===== src/rtl/fifo_uart_pkg.sv =====
// Shared definitions for the FIFO-fed UART transmitter.
// Contents: transmitter state encoding, 8N1 framing constants and a
// helper that validates the bit-period parameter at elaboration time.
package fifo_uart_pkg;

  typedef enum logic [2:0] {
    ST_IDLE  = 3'd0,
    ST_READ  = 3'd1,
    ST_WAIT  = 3'd2,
    ST_START = 3'd3,
    ST_DATA  = 3'd4,
    ST_STOP  = 3'd5
  } state_t;

  localparam logic       START_BIT        = 1'b0;
  localparam logic       STOP_BIT         = 1'b1;
  localparam int         DATA_BITS        = 8;
  localparam logic [2:0] LAST_BIT         = 3'(DATA_BITS - 1);
  localparam int         MIN_CLKS_PER_BIT = 2;
  localparam int         MAX_CLKS_PER_BIT = 65535;

  // True when the requested bit period is usable by the bit timer.
  function automatic bit clks_per_bit_ok(input int clks);
    return (clks >= MIN_CLKS_PER_BIT) && (clks <= MAX_CLKS_PER_BIT);
  endfunction

endpackage


===== src/rtl/uart_bit_timer.sv =====
// Bit-period down counter for the UART transmitter.
// Ports:
//   clock_in  system clock
//   reset_in  asynchronous active-high reset (count cleared to 0)
//   reload    restart the period (count := CLKS_PER_BIT-1)
//   tick      high in the last cycle of the current bit period
module uart_bit_timer #(
  parameter int CLKS_PER_BIT = 16
) (
  input  logic clock_in,
  input  logic reset_in,
  input  logic reload,
  output logic tick
);

  localparam int            CW         = (CLKS_PER_BIT > 1) ? $clog2(CLKS_PER_BIT) : 1;
  localparam logic [CW-1:0] RELOAD_VAL = CW'(CLKS_PER_BIT - 1);
  localparam logic [CW-1:0] ZERO       = CW'(0);
  localparam logic [CW-1:0] ONE        = CW'(1);

  logic [CW-1:0] count_r;

  // Down counter; free-runs through zero back to the reload value.
  always_ff @(posedge clock_in or posedge reset_in) begin
    if (reset_in) begin
      count_r <= ZERO;
    end else if (reload) begin
      count_r <= RELOAD_VAL;
    end else if (count_r != ZERO) begin
      count_r <= count_r - ONE;
    end else begin
      count_r <= RELOAD_VAL;
    end
  end

  assign tick = (count_r == ZERO);

endmodule


===== src/rtl/fifo_uart_tx.sv =====
// 8N1 serial transmitter that drains the read side of a fifo16x8.
// Ports:
//   clock_in       system clock
//   reset_in       asynchronous active-high reset
//   enable_in      allows new frames to start (sampled in IDLE only)
//   fifo_empty_in  FIFO empty flag
//   fifo_rdata_in  FIFO read data, valid the cycle after a pop
//   fifo_read_out  one-cycle pop request
//   tx_out         serial line, idles high
//   busy_out       high whenever a frame is being fetched or sent
module fifo_uart_tx
  import fifo_uart_pkg::*;
#(
  parameter int CLKS_PER_BIT = 16
) (
  input  logic       clock_in,
  input  logic       reset_in,
  input  logic       enable_in,
  input  logic       fifo_empty_in,
  input  logic [7:0] fifo_rdata_in,
  output logic       fifo_read_out,
  output logic       tx_out,
  output logic       busy_out
);

  if (!clks_per_bit_ok(CLKS_PER_BIT)) begin : g_bad_clks_per_bit
    $error("fifo_uart_tx: CLKS_PER_BIT must be within 2..65535");
  end

  state_t     state_r;
  state_t     state_s;
  logic [7:0] shift_r;
  logic [2:0] bit_idx_r;
  logic       tick_s;
  logic       reload_s;
  logic       line_s;
  logic       tx_r;
  logic       read_r;
  logic       busy_r;

  uart_bit_timer #(
    .CLKS_PER_BIT(CLKS_PER_BIT)
  ) u_bit_timer (
    .clock_in(clock_in),
    .reset_in(reset_in),
    .reload  (reload_s),
    .tick    (tick_s)
  );

  // Next-state decode; the timer restarts on every state change and bit boundary.
  always_comb begin
    state_s = state_r;
    case (state_r)
      ST_IDLE: begin
        if (enable_in && !fifo_empty_in) begin
          state_s = ST_READ;
        end else begin
          state_s = ST_IDLE;
        end
      end
      ST_READ:  state_s = ST_WAIT;
      ST_WAIT:  state_s = ST_START;
      ST_START: begin
        if (tick_s) begin
          state_s = ST_DATA;
        end else begin
          state_s = ST_START;
        end
      end
      ST_DATA: begin
        if (tick_s && (bit_idx_r == LAST_BIT)) begin
          state_s = ST_STOP;
        end else begin
          state_s = ST_DATA;
        end
      end
      ST_STOP: begin
        if (tick_s) begin
          state_s = ST_IDLE;
        end else begin
          state_s = ST_STOP;
        end
      end
      default: state_s = ST_IDLE;
    endcase
    reload_s = (state_s != state_r) || tick_s;
  end

  // Line level for the current state; registered below, so the pin lags the
  // state by one cycle (start bit appears one edge after entering START).
  always_comb begin
    line_s = STOP_BIT;
    case (state_r)
      ST_IDLE:  line_s = STOP_BIT;
      ST_READ:  line_s = STOP_BIT;
      ST_WAIT:  line_s = STOP_BIT;
      ST_START: line_s = START_BIT;
      ST_DATA:  line_s = shift_r[0];
      ST_STOP:  line_s = STOP_BIT;
      default:  line_s = STOP_BIT;
    endcase
  end

  // State register.
  always_ff @(posedge clock_in or posedge reset_in) begin
    if (reset_in) begin
      state_r <= ST_IDLE;
    end else begin
      state_r <= state_s;
    end
  end

  // Shift register and bit index: load the popped byte in WAIT, shift LSB-first in DATA.
  always_ff @(posedge clock_in or posedge reset_in) begin
    if (reset_in) begin
      shift_r   <= 8'd0;
      bit_idx_r <= 3'd0;
    end else if (state_r == ST_WAIT) begin
      shift_r   <= fifo_rdata_in;
      bit_idx_r <= 3'd0;
    end else if ((state_r == ST_DATA) && tick_s) begin
      shift_r <= {1'b0, shift_r[7:1]};
      if (bit_idx_r != LAST_BIT) begin
        bit_idx_r <= bit_idx_r + 3'd1;
      end else begin
        bit_idx_r <= bit_idx_r;
      end
    end else begin
      shift_r   <= shift_r;
      bit_idx_r <= bit_idx_r;
    end
  end

  // Registered outputs; pop and busy are decoded from the next state so they
  // line up with the state they describe.
  always_ff @(posedge clock_in or posedge reset_in) begin
    if (reset_in) begin
      tx_r   <= STOP_BIT;
      read_r <= 1'b0;
      busy_r <= 1'b0;
    end else begin
      tx_r   <= line_s;
      read_r <= (state_s == ST_READ);
      busy_r <= (state_s != ST_IDLE);
    end
  end

  assign tx_out        = tx_r;
  assign fifo_read_out = read_r;
  assign busy_out      = busy_r;

endmodule


===== config.mk =====
export PLATFORM = sky130hd
export DESIGN_NAME = fifo_uart_tx
export DESIGN_NICKNAME = d
export VERILOG_FILES = /design/src/rtl/fifo_uart_pkg.sv /design/src/rtl/uart_bit_timer.sv /design/src/rtl/fifo_uart_tx.sv
export SDC_FILE = /design/constraint.sdc
export NUM_CORES = 1
export LEC_CHECK = 0
export CELL_PAD_IN_SITES_DETAIL_PLACEMENT = 1
export CELL_PAD_IN_SITES_GLOBAL_PLACEMENT = 2
export CORE_ASPECT_RATIO = 1.75
export CORE_MARGIN = 1.5
export CORE_UTILIZATION = 30
export CTS_CLUSTER_SIZE = 20
export DETAILED_ROUTE_END_ITERATION = 10
export GPL_TIMING_DRIVEN = 1
export PLACE_DENSITY_LB_ADDON = 0.1
export SLEW_MARGIN = 20
export SYNTH_ARGS = -nofsm -noshare
export SYNTH_HDL_FRONTEND = slang
export SYNTH_SLANG_ARGS = --single-unit

===== constraint.sdc =====
create_clock -name clock_in -period 2 [get_ports clock_in]
set_clock_uncertainty 0.05 [all_clocks]
set_input_delay 0.4 -clock clock_in [delete_from_list [all_inputs] [get_ports clock_in]]
set_output_delay 0.4 -clock clock_in [all_outputs]
set_load 0.02 [all_outputs]

==> out/qor.csv, run 1 <==
stage,metric,value,unit
outcome,status,completed,
clocking,clockBufferDepth,2,
synthesis,synth_commonest_cells,"nand2_1, dfrtp_1, nor2_1",
floorplanning,die_w,46.67,um
critical_path,worst-path-buf-inv,1,
timing,finalSetupTns,0,ns
critical_path,crit_type,register to output pin,
critical_path,critical_path.top_delay_family,buffers and inverters,
placed_design,gp_congestion,0.7301,
synthesis,syn-mean-instance-area,9.268,sq um
timing,setup_violations,0,
layout,fin_util,0.3991,
drt,vias,837,
timing,fin_crit,1.823,ns
synthesis,synthDistinctLibCells,24,
floorplanning,initial_core_util,0.3152,
drt,drt_iter0_markers,6,
drt,dr.pass1.iters,2,
synthesis,yosys.area.top_type,dfrtp_1,
hold_path,hp-class,input pin to asynchronous set/reset pin,
job,cap_violations,0,
critical_path,worst_path_largest_cell_delay,0.59,ns
floorplanning,io_pins,15,
floorplanning,std_cell_rows,27,
global_routing,grt_pass1_vias,943,
timing,rsz0062_at_grt,no,
layout,seq_area,526.8,sq um
clocking,cts_sinks,21,
layout,stdcell_count,171,
synthesis,synth-edff-count,0,
critical_path,worstPathCellList,clkdlybuf4s50_1,
floorplanning,die_y,79.41,um
layout,antenna_cells,0,
drt,wl_per_cell,13.99,um
synthesis,ys_ff_latch,21,
pwr,power-per-cell-area,1146,nW/um^2
clocking,post_cts_resized,0,
synthesis,synthArstFlopShare,1.000,
synthesis,synth_ff_type,dfrtp_1,
global_routing,grt_max_degree,22,
synthesis,synth_top_area_share,0.5000,
floorplanning,die_area,3706,sq um
synthesis,ys_seq_area_frac,0.5262,
layout,multiInputGateArea,426.7,sq um
critical_path,cp.arrival,1.37,ns
clocking,cts_tree,built,
synthesis,synth_area_leaders,"dfrtp_1, nand2_1, a31oi_1, nand3_1, ha_1",
drt,wirelength,2393,um
pwr,ir_drop,0.5042,mV
layout,drive_gt1_frac,0.1094,
synthesis,syn_nets,123,
global_routing,grt_pass1_wl,4291,um
critical_path,cp_max_fo,1,
synthesis,syn-cell-area,1001,sq um
synthesis,syn_inst,108,
critical_path,start_kind,register,
synthesis,ys_warn_count,0,
drt,drc,0,
drt,routed_via_density,4.895,
clocking,insertion_delay,0.26,ns
global_routing,overflow,0,
clocking,post_cts_buffers,0,
critical_path,cp.required,1.55,ns
clocking,numCtsBuffers,3,
drt,final_antenna_net_count,0,
timing,max_slew_margin,0.6840,
timing,post-route-period-util,0.9114,
placed_design,dpl.hpwl,1842,um
timing,tightest_slew,0.4690,ns
timing,hold_viol_final,0,
critical_path,end_kind,output pin,
timing,whs,0.4150,ns
global_routing,grt_use_total,0.1574,
synthesis,synth.most_common_cell,nand2_1,
floorplanning,core-area,3176,sq um
clocking,cts-htree-levels,1,
layout,area_growth_syn_to_layout,26.63,%
global_routing,antenna_found_initial,0,
clocking,cts_root_buffer,clkbuf_8,
clocking,clkTransAtPathRegs,0.08,ns
placed_design,portBuffers,14,
timing,final_max_slew_viol_count,0,
clocking,cts_hold_buffers,0,
critical_path,cp_slowest_cell,clkdlybuf4s50_1,
pwr,leakagePower,0.5495,nW
layout,nFillCells,399,
placed_design,dp_cells,167,
layout,num-nets-final,144,
timing,fmax,548.6,MHz
cell type report:
class | count | share of cell area
tap | 43 | 0.04245
sequential | 21 | 0.4156
inverter | 6 | 0.01777
multi-input combinational | 76 | 0.3366
timing repair buffer | 21 | 0.1520
clock buffer | 4 | 0.03554
sequential cells by signal, summed over array words and instances (netlist names):
signal / count
tx_out: 1
fifo_read_out: 1
busy_out: 1
bit_idx_r: 3
state_r: 3
u_bit_timer.count_r: 4
shift_r: 8
report_power, final:
| group | internal [W] | total, W | switching (W) |
|---|---|---|---|
| Clock | 0.000142 | 0.000287 | 0.000145 |
| Combinational | 0.000222 | 0.000489 | 0.000268 |
| Sequential | 0.000575 | 0.000677 | 0.000102 |
per-layer routing:
layer | vias to the layer above | share of wire | track usage
met1 | 413 | 0.41 | 0.1851
met2 | 12 | 0.55 | 0.2792
met3 | 5 | 0.021 | 0.02036
met5 | - | 0 | 0
li1 | 407 | - | -
met4 | 0 | 0.016 | 0.05278
worst paths after layout:
path / startpoint / endpoint / slack (ns) / depth (start not counted)
hold / removal: reset_in / state_r[2] / 0.42 / 3
setup / recovery: tx_out / tx_out / 0.18 / 1
setup reg to reg: u_bit_timer.count_r[0] / bit_idx_r[0] / 0.20 / 5
hold reg to reg: bit_idx_r[0] / bit_idx_r[0] / 0.45 / 1
min in group clock_in: bit_idx_r[0] / bit_idx_r[0] / 0.45 / 1
max in group asynchronous: reset_in / tx_out / 1.20 / 3
cells by family (layout without fill, tap and decap cells):
family          after synthesis  count (layout)  share of synthesized area
simple gates                 51              51                     0.2488
flops                        21              21                     0.5263
compound gates               19              19                     0.1125
buf+inv                      11              31                    0.04749
fa+ha+maj                     3               3                    0.03750
xor+xnor                      2               2                    0.01750
mux                           1               1                    0.01000
layout by cell type, fill, tap and decap left out:
cell	Yosys	routed
xnor2_1	2	2
nand3_1	9	9
nand2b_1	1	1
mux2i_1	1	1
a211oi_1	1	1
a21oi_1	3	3
o21a_1	1	1
clkbuf_1	0	1
a31oi_1	8	8
nor2_4	1	1
dfrtp_1	20	20
nor4_1	1	1
or3b_1	1	1
buf_4	0	7
nor3_1	1	1
inv_1	6	6
o21ai_0	5	5
a21o_1	1	1
nor2_1	10	10
clkbuf_8	0	3
clkdlybuf4s50_1	0	14
dfstp_2	1	1
or3b_4	1	1
nor3_4	1	1
nand2_1	23	23
ha_1	3	3
nor3b_1	2	2
metrics by stage:
stage | setup slack, ns | total power, W | instance area [sq um]
2_1_floorplan | 0.3665 | 0.001001 | 1001
3_3_place_gp | 0.1529 | 0.001150 | 1222
3_5_place_dp | 0.1525 | 0.001185 | 1222
4_1_cts | 0.1627 | 0.001473 | 1267
5_1_grt | 0.009660 | 0.001571 | 1267
6_report | 0.1772 | 0.001453 | 1267
No activity file was read; power rests on OpenSTA's default activity.
==> run 2, diff against run 1 <==
TNS_END_PERCENT = 5   (was default)
==> results of run 2 <==
Same layout as run 1: the final DEF is identical, and so are final timing and power.
==> run 3, diff against run 2 <==
CAP_MARGIN = 20   (was default)
==> results of run 3 <==
Same layout as run 1: the final DEF is identical, and so are final timing and power.
